### config.mk
export PLATFORM = sky130hd
export DESIGN_NAME = rgbw_frame_transmitter
export DESIGN_NICKNAME = d
export VERILOG_FILES = /design/src/rtl/rgbw_frame_transmitter_pkg.sv /design/src/rtl/rgbw_frame_transmitter_spi_byte_shifter.sv /design/src/rtl/rgbw_frame_transmitter.sv
export SDC_FILE = /design/constraint.sdc
export NUM_CORES = 1
export LEC_CHECK = 0
export ABC_CLOCK_PERIOD_IN_PS = 9950
export BUFFER_PORTS_ARGS = -buffer_cell sky130_fd_sc_hd__buf_2
export CAP_MARGIN = 10
export CORE_MARGIN = 2
export CORE_UTILIZATION = 45
export CTS_CLUSTER_DIAMETER = 100
export DETAILED_ROUTE_END_ITERATION = 12
export MAX_ROUTING_LAYER = met4
export PLACE_DENSITY = 0.64
export REMOVE_ABC_BUFFERS = 1
export SYNTH_ARGS = -nofsm -noshare
export SYNTH_HDL_FRONTEND = slang
export SYNTH_HIERARCHICAL = 1
export SYNTH_SLANG_ARGS = --single-unit
### constraint.sdc
create_clock -name clk -period 9.95 [get_ports clk]
set_input_delay 0.995 -clock clk [delete_from_list [all_inputs] [get_ports clk]]
set_output_delay 0.995 -clock clk [all_outputs]
set_load 0.01 [all_outputs]
### src/rtl/rgbw_frame_transmitter_pkg.sv
// -----------------------------------------------------------------------------
// rgbw_frame_transmitter_pkg
//   Shared definitions for the RGBW control-frame SPI transmitter: frame length,
//   default header byte, byte positions inside the frame and the sequencer
//   state encoding.
// -----------------------------------------------------------------------------
package rgbw_frame_transmitter_pkg;

    localparam int         FRAME_LEN         = 8;
    localparam logic [7:0] SYNC_BYTE_DEFAULT = 8'h55;

    // Position of each field in the transmitted byte sequence.
    localparam int IDX_SYNC = 0;
    localparam int IDX_LINT = 1;
    localparam int IDX_CIDX = 2;
    localparam int IDX_R    = 3;
    localparam int IDX_G    = 4;
    localparam int IDX_B    = 5;
    localparam int IDX_W    = 6;
    localparam int IDX_MODE = 7;

    typedef logic [FRAME_LEN-1:0][7:0] frame_t;

    typedef enum logic [2:0] {
        ST_IDLE     = 3'd0,
        ST_CS_SETUP = 3'd1,
        ST_SHIFT    = 3'd2,
        ST_GAP      = 3'd3,
        ST_CS_HOLD  = 3'd4,
        ST_DONE     = 3'd5
    } tx_state_e;

endpackage

### src/rtl/rgbw_frame_transmitter_spi_byte_shifter.sv
// -----------------------------------------------------------------------------
// rgbw_frame_transmitter_spi_byte_shifter
//   Shifts one byte out MSB first in SPI mode 0. Each bit spends CLK_DIV clk
//   cycles with sclk low followed by CLK_DIV cycles with sclk high; mosi only
//   moves on the sclk falling edge.
//
//   clk          in   system clock
//   reset        in   synchronous, active-low
//   load         in   capture load_data; mosi shows its bit 7 next cycle,
//                     sclk forced low, shifter parked until shift_start
//   load_data    in   byte to transmit
//   shift_start  in   begin clocking the loaded byte (first low half-period
//                     starts next cycle)
//   sclk         out  SPI clock, idle low (registered)
//   mosi         out  SPI data (registered)
//   byte_done    out  high during the final cycle of the byte; sclk falls
//                     for the last time on the following edge
// -----------------------------------------------------------------------------
module rgbw_frame_transmitter_spi_byte_shifter #(
    parameter int CLK_DIV = 4
) (
    input  logic       clk,
    input  logic       reset,
    input  logic       load,
    input  logic [7:0] load_data,
    input  logic       shift_start,
    output logic       sclk,
    output logic       mosi,
    output logic       byte_done
);

    localparam int             DIV_W    = $clog2(CLK_DIV) + 1;
    localparam logic [DIV_W-1:0] DIV_LAST = DIV_W'(CLK_DIV - 1);

    logic [7:0]       shreg_q;
    logic [DIV_W-1:0] div_q;
    logic [2:0]       bit_idx_q;
    logic             active_q;
    logic             sclk_q;
    logic             half_end;

    assign half_end  = (div_q == DIV_LAST);
    // Lets the sequencer load the next byte on the very edge where sclk falls,
    // so the gap already shows the new bit 7.
    assign byte_done = active_q && sclk_q && half_end && (bit_idx_q == 3'd0);

    // NOTE: state is updated with non-blocking assignments so every register
    // samples the pre-edge values, independent of statement order.
    always_ff @(posedge clk) begin
        if (!reset) begin
            shreg_q   <= '0;
            div_q     <= '0;
            bit_idx_q <= '0;
            active_q  <= 1'b0;
            sclk_q    <= 1'b0;
        end else if (load) begin
            shreg_q   <= load_data;
            div_q     <= '0;
            bit_idx_q <= 3'd7;
            active_q  <= 1'b0;
            sclk_q    <= 1'b0;
        end else if (shift_start) begin
            active_q  <= 1'b1;
            div_q     <= '0;
        end else if (active_q) begin
            if (!half_end) begin
                div_q <= div_q + 1'b1;
            end else begin
                div_q  <= '0;
                sclk_q <= ~sclk_q;
                if (sclk_q) begin
                    // Falling edge: advance to the next bit, or stop after bit 0
                    // leaving mosi on the last bit.
                    if (bit_idx_q == 3'd0) begin
                        active_q <= 1'b0;
                    end else begin
                        bit_idx_q <= bit_idx_q - 3'd1;
                        shreg_q   <= {shreg_q[6:0], 1'b0};
                    end
                end
            end
        end
    end

    assign sclk = sclk_q;
    assign mosi = shreg_q[7];

endmodule

### src/rtl/rgbw_frame_transmitter.sv
// -----------------------------------------------------------------------------
// rgbw_frame_transmitter
//   SPI master that sends the 8-byte RGBW control frame
//   SYNC_BYTE, lint, color_idx, red, green, blue, white, mode
//   inside a single cs_n assertion. Inputs are snapshotted when start is
//   accepted in IDLE; start while busy is ignored.
//
//   clk           in   system clock
//   reset         in   synchronous, active-low
//   start         in   request one frame (sampled only when idle)
//   lint_in ..
//   mode_in       in   the seven payload bytes
//   busy          out  high from the cycle after an accepted start through
//                      the done cycle
//   done          out  one-cycle pulse at frame end (cs_n already high)
//   sclk          out  SPI clock, idle low
//   mosi          out  SPI data, MSB first
//   cs_n          out  chip select, active low
// -----------------------------------------------------------------------------
module rgbw_frame_transmitter
    import rgbw_frame_transmitter_pkg::*;
#(
    parameter int         CLK_DIV   = 4,
    parameter int         GAP_SCLK  = 1,
    parameter logic [7:0] SYNC_BYTE = SYNC_BYTE_DEFAULT
) (
    input  logic       clk,
    input  logic       reset,
    input  logic       start,
    input  logic [7:0] lint_in,
    input  logic [7:0] color_idx_in,
    input  logic [7:0] red_in,
    input  logic [7:0] green_in,
    input  logic [7:0] blue_in,
    input  logic [7:0] white_in,
    input  logic [7:0] mode_in,
    output logic       busy,
    output logic       done,
    output logic       sclk,
    output logic       mosi,
    output logic       cs_n
);

    localparam int             CNT_W      = $clog2(2 * CLK_DIV * GAP_SCLK) + 1;
    localparam logic [CNT_W-1:0] SETUP_LAST = CNT_W'(CLK_DIV - 1);
    localparam logic [CNT_W-1:0] HOLD_LAST  = CNT_W'(CLK_DIV - 1);
    localparam logic [CNT_W-1:0] GAP_LAST   = CNT_W'(2 * CLK_DIV * GAP_SCLK - 1);

    tx_state_e        state_q, state_d;
    logic [CNT_W-1:0] cnt_q, cnt_d;
    logic [2:0]       byte_idx_q, byte_idx_d;
    logic             cs_n_q, cs_n_d;
    logic             busy_q, busy_d;
    logic             done_q, done_d;
    frame_t           frame_q;

    logic             capture;
    logic             sh_load;
    logic [7:0]       sh_load_data;
    logic             sh_start;
    logic             sh_done;

    // NOTE: every output of this block is given a default before the case so
    // no path leaves a signal unassigned and no latch is inferred.
    always_comb begin
        state_d      = state_q;
        cnt_d        = cnt_q;
        byte_idx_d   = byte_idx_q;
        cs_n_d       = cs_n_q;
        busy_d       = busy_q;
        done_d       = 1'b0;
        capture      = 1'b0;
        sh_load      = 1'b0;
        sh_load_data = '0;
        sh_start     = 1'b0;

        case (state_q)
            ST_IDLE: begin
                if (start) begin
                    // The header is loaded straight into the shifter so mosi
                    // carries its bit 7 in the first cs_n-low cycle.
                    capture      = 1'b1;
                    sh_load      = 1'b1;
                    sh_load_data = SYNC_BYTE;
                    cs_n_d       = 1'b0;
                    busy_d       = 1'b1;
                    cnt_d        = '0;
                    byte_idx_d   = 3'd0;
                    state_d      = ST_CS_SETUP;
                end
            end
            ST_CS_SETUP: begin
                if (cnt_q == SETUP_LAST) begin
                    sh_start = 1'b1;
                    cnt_d    = '0;
                    state_d  = ST_SHIFT;
                end else begin
                    cnt_d = cnt_q + 1'b1;
                end
            end
            ST_SHIFT: begin
                if (sh_done) begin
                    cnt_d = '0;
                    if (byte_idx_q == 3'(IDX_MODE)) begin
                        state_d = ST_CS_HOLD;
                    end else begin
                        byte_idx_d   = byte_idx_q + 3'd1;
                        sh_load      = 1'b1;
                        sh_load_data = frame_q[byte_idx_q + 3'd1];
                        state_d      = ST_GAP;
                    end
                end
            end
            ST_GAP: begin
                if (cnt_q == GAP_LAST) begin
                    sh_start = 1'b1;
                    cnt_d    = '0;
                    state_d  = ST_SHIFT;
                end else begin
                    cnt_d = cnt_q + 1'b1;
                end
            end
            ST_CS_HOLD: begin
                if (cnt_q == HOLD_LAST) begin
                    cs_n_d  = 1'b1;
                    done_d  = 1'b1;
                    cnt_d   = '0;
                    state_d = ST_DONE;
                end else begin
                    cnt_d = cnt_q + 1'b1;
                end
            end
            ST_DONE: begin
                busy_d  = 1'b0;
                state_d = ST_IDLE;
            end
            default: begin
                state_d = ST_IDLE;
            end
        endcase
    end

    always_ff @(posedge clk) begin
        if (!reset) begin
            state_q    <= ST_IDLE;
            cnt_q      <= '0;
            byte_idx_q <= '0;
            cs_n_q     <= 1'b1;
            busy_q     <= 1'b0;
            done_q     <= 1'b0;
        end else begin
            state_q    <= state_d;
            cnt_q      <= cnt_d;
            byte_idx_q <= byte_idx_d;
            cs_n_q     <= cs_n_d;
            busy_q     <= busy_d;
            done_q     <= done_d;
        end
    end

    // NOTE: the frame snapshot has no reset; it is always written on an
    // accepted start before any byte of it is read.
    always_ff @(posedge clk) begin
        if (capture) begin
            frame_q[IDX_SYNC] <= SYNC_BYTE;
            frame_q[IDX_LINT] <= lint_in;
            frame_q[IDX_CIDX] <= color_idx_in;
            frame_q[IDX_R]    <= red_in;
            frame_q[IDX_G]    <= green_in;
            frame_q[IDX_B]    <= blue_in;
            frame_q[IDX_W]    <= white_in;
            frame_q[IDX_MODE] <= mode_in;
        end
    end

    rgbw_frame_transmitter_spi_byte_shifter #(
        .CLK_DIV (CLK_DIV)
    ) u_shifter (
        .clk         (clk),
        .reset       (reset),
        .load        (sh_load),
        .load_data   (sh_load_data),
        .shift_start (sh_start),
        .sclk        (sclk),
        .mosi        (mosi),
        .byte_done   (sh_done)
    );

    assign busy = busy_q;
    assign done = done_q;
    assign cs_n = cs_n_q;

endmodule

==> results.sh <==
export IMPL_cts_sinks=85
export IMPL_syn_area_per_cell_um2=13.1
export IMPL_via_per_inst=5.24
export IMPL_crit_slowest_cell="dfxtp_1"
export IMPL_crit_family="flip-flops"
export IMPL_hold_ws_ns=0.470
export IMPL_fin_skew_ns=0.0107
export IMPL_slew_violations=0
export IMPL_end_kind="register"
export IMPL_yosysMostFrequentCell="edfxtp_1"
export IMPL_drtPass1Iterations=4
export IMPL_required_ns=10.17
export IMPL_n_antenna_cell=0
export IMPL_period_minus_slack_ns=3.34
export IMPL_maxCapViolations=0
export IMPL_synth_xor_area_share_pct=0.434
export IMPL_rsz0062_at_grt="no"
export IMPL_syn2layout_area_growth_pct=15.6
export IMPL_grt_use_total_pct=16.7
export IMPL_syn_area_um2=3750
export IMPL_insertion_delay_ns=0.35
export IMPL_total_power_mw=0.801
export IMPL_status="finished, final reports clean"
export IMPL_wl_um=6680
export IMPL_yosys_top_cells_area="edfxtp_1, dfxtp_1, mux4_2"
export IMPL_max_freq_mhz=300
export IMPL_path_max_fanout=25
export IMPL_postLayoutCoreUtil_pct=53.3
export IMPL_grt_pass1_wl_um=11300
export IMPL_cp_arrival_ns=3.56
export IMPL_crit_type="reg -> reg"
export IMPL_setup_tns_ns=0
export IMPL_yosysTopAreaCellShare_pct=44.9
export IMPL_yosys_warnings=6
export IMPL_hold_viol_final=0
export IMPL_critPathMaxStageDelay_ns=1.01
export IMPL_ir_drop_v=0.0000944
export IMPL_wire_per_inst_um=14.6
export IMPL_synth_top_cells_by_count="edfxtp_1, dfxtp_1, nand2_1, nor2_1, mux2i_1"
export IMPL_hold_buffers=0
export IMPL_dieArea_um2=9070
export IMPL_crit_path_cell_trace="ha_1 > ha_1 > and3b_1 > o21ai_0 > inv_1 > inv_1 > nand2_1 > a2111oi_0"
export IMPL_cts_tree="built"
export IMPL_ant_nets=0
export IMPL_first_global_vias=2463
export IMPL_clkTransAtPathRegs_ns=0.09
export IMPL_final_setup_viol_count=0
export IMPL_hp_class="reg -> reg"
export IMPL_drive_gt1_share_pct=31.0
export IMPL_synth_largest_area_cell="edfxtp_1"
export IMPL_root_buffer="clkbuf_8"
export IMPL_synth_mux_area_share_pct=11.3
export IMPL_async_reset_ff_share_pct=0
export IMPL_yosys_area_share_simple_pct=12.0
export IMPL_synth_compound_area_share_pct=10.7
export IMPL_path_buf_inv=2
export IMPL_synthAdderAreaFrac_pct=2.00
export IMPL_io_pins=64
export IMPL_via_count=2396
export IMPL_syn_inst=285
export IMPL_dieHeight_um=95.3
export IMPL_portBuffers=63
export IMPL_synth_top_family_by_area="simple AND/OR/NAND/NOR gates"
export IMPL_start_util_pct=46.1
export IMPL_post_cts_resized_instances=0
export IMPL_drcViolationCount=0
export IMPL_core_area_um2=8130
export IMPL_yosysUniqueCellTypes=51
export IMPL_antenna_found_initial=0
export IMPL_synth_edf_count=56
export IMPL_cts_setup_buffers=0
export IMPL_total_leakage_power_nw=1.56
export IMPL_cts_path_max_buffers=2
export IMPL_layout_nets=412
export IMPL_place_gp_congestion=0.833
export IMPL_p_per_area_nw_per_um2=185
export IMPL_fp_dieW_um=95.3
export IMPL_yosys_register_bits=85
export IMPL_grt_max_degree=62
export IMPL_worst_slew_pin_slew_ns=1.04
export IMPL_ctsHtreeMaxLevel=3
export IMPL_fin_crit_sh_pct=33.5
export IMPL_ys_seq_area_share_pct=60.4
export IMPL_max_slew_margin_rel_pct=30.6
export IMPL_worstSetupStartpointType="register"
export IMPL_fp_row_count=33
export IMPL_drt_iter0_markers=139
export IMPL_grt_overflow_total=0
export IMPL_synth_ff_type="edfxtp_1"
export IMPL_cts_buffers=9
export IMPL_hpwl_um=4440
-- kinds of logic after synthesis --
group                      count (synthesis)
DFF                                       85
AOI/OAI and AO/OA                         53
muxes                                     31
adders and majority gates                  6
and+or+nand+nor                           82
xor gates and xnor gates                   1
buffers and inverters                     27
-- where the power goes --
group / leakage, nW / total [mW] / switching (mW) / internal (mW)
registers: 0.772 / 0.446 / 0.0189 / 0.427
logic: 0.694 / 0.110 / 0.0637 / 0.0467
clock network: 0.0935 / 0.245 / 0.127 / 0.118
total: 1.56 / 0.801 / 0.209 / 0.592
-- metrics by stage --
step | setup slack (ns) | cells | instance area [um2]
5_1_grt | 6.23 | 457 | 4330
4_1_cts | 6.54 | 457 | 4330
3_5_place_dp | 6.54 | 441 | 4130
6_report | 6.61 | 457 | 4330
2_1_floorplan | 4.10 | 272 | 3670
3_3_place_gp | 6.64 | 441 | 4130
-- tightest hold or removal path, stage by stage, from the launching register on --
cell and delay [ns]:
dfxtp_1 0.30, nand2_1 0.06, mux2i_1 0.06
-- per-layer routing --
| metal | GRT usage (%) | share of wire, % | vias up |
|---|---|---|---|
| li1 | - | - | 1206 |
| met1 | 21.2 | 46 | 1128 |
| met2 | 26.5 | 48 | 54 |
| met3 | 4.03 | 4.4 | 8 |
| met4 | 5.80 | 1.5 | 0 |
| met5 | - | 0 | - |
-- final timing paths --
check                       startpoint              endpoint  slack, ns  cells after the start
setup / recovery         byte_idx_q[0]    u_shifter/div_q[2]       6.61                      8
hold / removal    u_shifter/shreg_q[4]  u_shifter/shreg_q[4]       0.47                      2
setup reg to reg         byte_idx_q[0]    u_shifter/div_q[2]       6.61                      8
hold reg to reg   u_shifter/shreg_q[4]  u_shifter/shreg_q[4]       0.47                      2
-- registers in the layout (all words and copies together) (netlist names) --
name,flops
u_shifter/div_q,3
cnt_q,4
u_shifter/shreg_q,8
frame_q,56
busy,1
done,1
cs_n,1
byte_idx_q,3
u_shifter/bit_idx_q,3
u_shifter/sclk,1
u_shifter/active_q,1
state_q,3
-- cell usage in the layout (no fill, tap or decap), drive strengths merged, types with 2 or more instances in the layout --
cell      count
a221o         4
nor2         16
o31ai         2
nor3          4
clkbuf       10
clkinvlp      2
a31o          2
o21ai        11
o311ai        2
edfxtp       56
ha            6
mux2i        14
inv          16
o22a          3
nand3b        2
nor2b         4
a31oi         4
buf          64
nand3         7
and2b         2
nor4          4
a21oi         9
nand2        28
a311oi        3
dfxtp        29
a211oi        5
mux2          9
mux4          8
nand4         2
nand2b        5
-- cell type report --
type,count,area (um2)
clock buffers,10,128
clock inverters,6,71.3
fillers,711,3800
inverters,14,52.6
multi-input cells,173,1370
flip-flops and latches,85,2260
well taps,105,131
repair buffers,64,323
Note: power is estimated with default switching activity, not from simulation.
